[src/rtl/uart_frame_rx_if.sv]
// Byte-stream bundle between the RX FIFO, the frame parser and the payload consumer.
// The master side is the parser; the slave side is the FIFO/consumer environment.
interface uart_frame_rx_if #(
   parameter int unsigned D_BIT = 8
);
   logic             rx_empty;
   logic [D_BIT-1:0] r_data;
   logic             rd_uart;
   logic [D_BIT-1:0] out_data;
   logic             out_valid;
   logic             out_ready;
   logic             frame_ok;
   logic             frame_err;
   logic             busy;

   modport master (
      input  rx_empty, r_data, out_ready,
      output rd_uart, out_data, out_valid, frame_ok, frame_err, busy
   );

   modport slave (
      output rx_empty, r_data, out_ready,
      input  rd_uart, out_data, out_valid, frame_ok, frame_err, busy
   );
endinterface

[src/rtl/uart_frame_rx.sv]
// Frame parser behind the UART RX FIFO: SOF / LEN / payload / XOR-checksum framing,
// payload streamed on a valid/ready port, per-frame ok/err pulses, inter-byte timeout.
module uart_frame_rx #(
   parameter int unsigned      D_BIT   = 8,
   parameter logic [D_BIT-1:0] SOF     = 8'hAA,
   parameter int unsigned      MAX_LEN = 64,
   parameter int unsigned      TO_CYC  = 50000,
   parameter int unsigned      TO_W    = 16
) (
   input  logic            clk,
   input  logic            rst,
   uart_frame_rx_if.master bus
);
   typedef enum logic [1:0] {IDLE, LEN, PAYLOAD, CHK} state_t;

   localparam logic [D_BIT-1:0] MAX_LEN_B = D_BIT'(MAX_LEN);
   localparam logic [D_BIT-1:0] ONE_B     = D_BIT'(1);
   localparam logic [TO_W-1:0]  TO_LAST   = TO_W'(TO_CYC - 1);

   state_t           state;
   logic [D_BIT-1:0] cnt;
   logic [D_BIT-1:0] chk_acc;
   logic [TO_W-1:0]  to_cnt;
   logic             can_take;
   logic             take;
   logic [D_BIT-1:0] b;

   // Only the payload stage can be back-pressured by the output register.
   assign can_take    = (state == PAYLOAD) ? (~bus.out_valid | bus.out_ready) : 1'b1;
   assign take        = ~bus.rx_empty & can_take;
   assign bus.rd_uart = take;
   assign bus.busy    = (state != IDLE);
   assign b           = bus.r_data;

   always_ff @(posedge clk) begin
      if (rst) begin
         state         <= IDLE;
         cnt           <= '0;
         chk_acc       <= '0;
         to_cnt        <= '0;
         bus.out_data  <= '0;
         bus.out_valid <= 1'b0;
         bus.frame_ok  <= 1'b0;
         bus.frame_err <= 1'b0;
      end else begin
         bus.frame_ok  <= 1'b0;
         bus.frame_err <= 1'b0;
         // A payload byte taken this cycle re-asserts valid below, so no bubble.
         if (bus.out_ready)
            bus.out_valid <= 1'b0;

         if (state == IDLE || take)
            to_cnt <= '0;
         else
            to_cnt <= to_cnt + 1'b1;

         if (take) begin
            case (state)
               IDLE: begin
                  chk_acc <= '0;
                  if (b == SOF)
                     state <= LEN;
               end
               LEN: begin
                  cnt     <= b;
                  chk_acc <= b;
                  if (b > MAX_LEN_B) begin
                     state         <= IDLE;
                     bus.frame_err <= 1'b1;
                  end else if (b == '0) begin
                     state <= CHK;
                  end else begin
                     state <= PAYLOAD;
                  end
               end
               PAYLOAD: begin
                  bus.out_data  <= b;
                  bus.out_valid <= 1'b1;
                  chk_acc       <= chk_acc ^ b;
                  cnt           <= cnt - ONE_B;
                  if (cnt == ONE_B)
                     state <= CHK;
               end
               CHK: begin
                  state <= IDLE;
                  if (b == chk_acc)
                     bus.frame_ok  <= 1'b1;
                  else
                     bus.frame_err <= 1'b1;
               end
               default: state <= IDLE;
            endcase
         end else if (state != IDLE && to_cnt == TO_LAST) begin
            state         <= IDLE;
            bus.frame_err <= 1'b1;
         end
      end
   end
endmodule
[src/flat_wrapper.sv]
// flat-port wrapper written by rule: the top's interface ports become plain ports
module uart_frame_rx_flat 
#(
   parameter int unsigned      D_BIT   = 8,
   parameter logic [D_BIT-1:0] SOF     = 8'hAA,
   parameter int unsigned      MAX_LEN = 64,
   parameter int unsigned      TO_CYC  = 50000,
   parameter int unsigned      TO_W    = 16
)
  (clk, rst, bus_rx_empty, bus_r_data, bus_out_ready, bus_rd_uart, bus_out_data, bus_out_valid, bus_frame_ok, bus_frame_err, bus_busy);
  uart_frame_rx_if #(.D_BIT(D_BIT)) bus_i ();
  input  logic clk;
  input  logic rst;
  input wire logic [$bits(bus_i.rx_empty)-1:0] bus_rx_empty;
  input wire logic [$bits(bus_i.r_data)-1:0] bus_r_data;
  input wire logic [$bits(bus_i.out_ready)-1:0] bus_out_ready;
  output wire logic [$bits(bus_i.rd_uart)-1:0] bus_rd_uart;
  output wire logic [$bits(bus_i.out_data)-1:0] bus_out_data;
  output wire logic [$bits(bus_i.out_valid)-1:0] bus_out_valid;
  output wire logic [$bits(bus_i.frame_ok)-1:0] bus_frame_ok;
  output wire logic [$bits(bus_i.frame_err)-1:0] bus_frame_err;
  output wire logic [$bits(bus_i.busy)-1:0] bus_busy;
  assign bus_i.rx_empty = bus_rx_empty;
  assign bus_i.r_data = bus_r_data;
  assign bus_i.out_ready = bus_out_ready;
  assign bus_rd_uart = bus_i.rd_uart;
  assign bus_out_data = bus_i.out_data;
  assign bus_out_valid = bus_i.out_valid;
  assign bus_frame_ok = bus_i.frame_ok;
  assign bus_frame_err = bus_i.frame_err;
  assign bus_busy = bus_i.busy;
  uart_frame_rx #(.D_BIT(D_BIT), .SOF(SOF), .MAX_LEN(MAX_LEN), .TO_CYC(TO_CYC), .TO_W(TO_W)) u_core (.clk(clk), .rst(rst), .bus(bus_i));
endmodule
[config.mk]
export PLATFORM = sky130hd
export DESIGN_NAME = uart_frame_rx_flat
export DESIGN_NICKNAME = d
export VERILOG_FILES = /design/src/rtl/uart_frame_rx_if.sv /design/src/rtl/uart_frame_rx.sv /design/src/flat_wrapper.sv
export SDC_FILE = /design/constraint.sdc
export NUM_CORES = 1
export LEC_CHECK = 0
export BUFFER_PORTS_ARGS = -buffer_cell sky130_fd_sc_hd__buf_4
export CAP_MARGIN = 20
export CORE_MARGIN = 2
export CORE_UTILIZATION = 60
export CTS_CLUSTER_SIZE = 25
export DETAILED_ROUTE_END_ITERATION = 7
export PLACE_DENSITY_LB_ADDON = 0.08
export SETUP_SLACK_MARGIN = 0.15
export SLEW_MARGIN = 20
export SYNTH_ARGS = -nofsm -noshare
export SYNTH_HDL_FRONTEND = slang
export SYNTH_SLANG_ARGS = --single-unit
export TNS_END_PERCENT = 30
[constraint.sdc]
create_clock -name clk -period 3.5 [get_ports clk]
set_clock_uncertainty 0.15 [all_clocks]
set_input_delay 0.35 -clock clk [delete_from_list [all_inputs] [get_ports clk]]
set_output_delay 0.35 -clock clk [all_outputs]
set_load 0.02 [all_outputs]
==> results summary <==
The minimum period implied by the final worst setup slack came out at 2.26 ns. The floorplan step set the die width to 69.7 um. The TritonCTS clock tree is yes.

The number of search-and-repair iterations in the first detailed-routing pass came out at 4. The type of the worst setup path is reg -> reg. Entering global routing, the biggest net connects 39 pins. Among all flip-flop cells after synthesis, the most frequent one is dfxtp_1.

The residual antenna-violating net count after detailed routing came out at 0. The max-cap violation count came out at 0. The total negative setup slack is 0 ns.

In this run the count of I/O pins placed on the die edge is 25. Counting every net in the synthesized netlist gives 334. The repair_antennas step left the layout with diodes totalling 0. Setup repair after global routing left no endpoint under its margin.

The number of H-tree levels came out at 2. For the pin with the worst max-slew slack, the measured transition is 0.605 ns. The netlist area before placement came out at 2590 um2. The estimated wirelength of the detail-placed design is 4.26 mm. In this run the tightest slew margin relative to its limit is 59.4%.

The cell sitting at the root of the clock tree is a clkbuf_8. The number of fillers in the final layout came out at 360. Counting the buffers created by CTS gives 5. The number of enable-type register cells in the synthesized netlist came out at 0.

The internal power of the cells totals 715 uW. Static timing analysis puts the maximum clock frequency at 443 MHz. The portion of total power attributed to sequential cells came out at 53.8%. The placement-stage cell area came out at 2770 um2. The final period utilization came out at 64.5%. After synthesis, the cell types taking the most area are dfxtp_1, xnor2_1, nor2_1. Compared with the post-synthesis result, the final layout area differs by 10.2%. The number of pins exceeding their max-slew limit in the final report is 0. The post-synthesis cell type count came out at 55. The initial core utilization is 63.3%.

The final design area excluding fillers is 2850 um2. After detailed routing, the number of remaining DRC violations is 0. The share of Yosys cell area claimed by the top area cell type came out at 34.8%. The share of cells above drive strength 1 is 13.2%. The share of the yosys chip area belonging to registers came out at 34.8%.

The via density per instance came out at 6.17. The floorplan step defined a core boundary enclosing 4090 um2. The die is 69.7 um tall. The count of endpoints failing hold in the final timing report is 0.

At the later pin of the worst-skew pair, clock insertion delay measures 0.30 ns. Summing all flip-flop and latch instances after layout gives 901 um2. Input and output buffers added on the ports amount to 24. Net switching is 27.9% of the power. The worst path required time is 3.54 ns. In the final routed layout, each cell accounts on average for 15.6 um. The clock transition at the register clock pins on the worst setup and hold paths after CTS came out at 0.08 ns. Of all nets on the critical path, the largest fanout is 11. The die area is 4850 um2.

Summed over all nets, the switching power comes to 277 uW. The arrival time of data at the critical path endpoint came out at 2.30 ns. The average cell area after synthesis is 8.21 um2. The post-synthesis cell count came out at 315. The worst setup path is captured at a flop. The part of the power in the clock network is 31.6%. The number of rows in the core area came out at 23. Once the clock tree was built, the resizer swapped 0 gates to a different size. The count of clock tree sinks came out at 45.

The final RePlAce weighted congestion came out at 0.934. The flow ran to the end, and the final reports show no timing, DRC or antenna violations. The post-cts hold buffer count is 0. After synthesis, the share of flip-flops with an asynchronous set or reset is 0%. The number of buffers on the longest clock path came out at 2. The leakage power figure came out at 0.000945 uW. The via count of the routed design came out at 2370. The largest total area in the synthesized netlist belongs to dfxtp_1. The remaining global-route overflow came out at 0. The overall routed net length came out at 5.98 mm. The share of total power dissipated in combinational logic is 14.6%.

The number of antenna violations at the first check in global routing came out at 0. The number of design-rule violations left by the first detailed-router iteration came out at 232. The area of the multi-input gates is 1570 um2. STA classifies the critical path startpoint as a flop.

The global-route total usage across every layer is 25.0%. The post-synthesis sequential element count came out at 45. Hold is met by 0.223 ns. Across the VDD grid, the largest voltage drop is 0.000328 V.

The global-route wire length before repair is 9.87 mm. The number of global-route vias before repair was 2052. The worst hold-check path type is in -> reg.

The power per cell area is 348 nW/um2. The net count of the finished layout is 352. Setup violations remaining at the end of the flow were counted as 0. The post-CTS setup buffer count came out at 0. The number of warnings issued by yosys is 0.
## placed cells by master (no fill, tap or decap), types with 6 or more instances in the layout
| master | netlist | final |
|---|---|---|
| a21oi_1 | 17 | 17 |
| mux2i_1 | 9 | 9 |
| buf_4 | 0 | 25 |
| nor2_1 | 37 | 37 |
| nand2b_1 | 14 | 14 |
| nand2_1 | 30 | 30 |
| a21boi_0 | 9 | 9 |
| dfxtp_1 | 45 | 45 |
| xnor2_1 | 17 | 17 |
| ha_1 | 7 | 7 |
| o21ai_0 | 6 | 6 |
| inv_1 | 14 | 14 |
| nand3_1 | 14 | 14 |
| o211ai_1 | 9 | 9 |
## worst max-delay path: stages, from the launching register on
cell and delay (ns):
dfxtp_1 0.43, inv_1 0.11, ha_1 0.49, nor2b_1 0.26
nand2_1 0.25, o41ai_1 0.37, a21oi_1 0.10
## path summary, 6_finish.rpt
path	from	end	slack, ns	cells after the start
max reg2reg	u_core.state[0]	u_core.cnt[7]	1.24	6
min reg2reg	u_core.to_cnt[0]	u_core.to_cnt[0]	0.31	1
max	u_core.state[0]	u_core.cnt[7]	1.24	6
min	bus_r_data[2]	u_core.bus.out_data[2]	0.22	3
## state kept, by name, indices dropped and copies added (netlist names)
register	count
u_core.cnt	8
u_core.bus.frame_err	1
u_core.state	2
u_core.bus.out_valid	1
u_core.chk_acc	8
u_core.to_cnt	16
u_core.bus.frame_ok	1
u_core.bus.out_data	8
## stage by stage
stage	total power, uW	util (%)	std cells	worst slack [ns]
floorplan	642	-	315	1.49
global route	1040	69.8	384	0.997
detailed placement	689	67.8	376	1.25
finish	992	69.8	384	1.24
global placement	686	67.8	376	1.31
CTS	994	69.8	384	1.23
## layer usage
metal,vias up,wire length [um],track usage [%]
li1,1157,-,-
met5,-,0,0
met4,0,60,5.13
met1,1115,2890,38.0
met2,92,2590,36.3
met3,6,438,5.38
## power groups by stage
| stage | clock (uW) | sequential (uW) | combinational, uW |
|---|---|---|---|
| after detailed placement | 0 | 545 | 144 |
| after floorplan | 0 | 544 | 98.3 |
| after global routing | 344 | 535 | 161 |
| after CTS | 316 | 533 | 144 |
| final | 314 | 533 | 145 |
| after global placement | 0 | 545 | 142 |
## cell families after synthesis
kind of cell / share of synthesized area (%)
xor gates and xnor gates: 6.43
adders and majority gates: 3.38
DFF: 34.8
AOI/OAI and AO/OA: 18.9
and+or+nand+nor: 28.3
buffers and inverters: 4.69
muxes: 3.48
## synth_stat cells, types with 2 or more instances
library cell / n
nor2b_1: 5
xor2_1: 2
nand3b_1: 2
nor3_2: 3
o21a_1: 2
a21boi_0: 9
nand4_1: 4
nand2b_1: 14
o41ai_1: 2
o2111ai_1: 3
mux2i_1: 9
clkbuf_1: 6
xnor2_1: 17
o31ai_1: 3
o311ai_1: 2
and3_1: 4
buf_2: 6
or3_1: 3
o21ai_0: 6
a31oi_1: 2
o211ai_1: 9
nor2_1: 37
or4_4: 2
nor3_1: 4
nand3_1: 14
nor4_1: 3
nand4b_1: 2
inv_1: 14
or2_2: 2
a21oi_1: 17
and2_1: 2
or4b_1: 2
o22ai_1: 2
ha_1: 7
nand2_1: 30
dfxtp_1: 45
## layout make-up
type / count / area share [%]
Multi-Input combinational cell: 242 / 54.9
Sequential cell: 45 / 31.6
Timing Repair Buffer: 25 / 6.58
Clock buffer: 6 / 2.54
Tap cell: 50 / 2.19
Inverter: 14 / 1.84
Clock inverter: 2 / 0.351
Power figures use the tool's default switching activity.
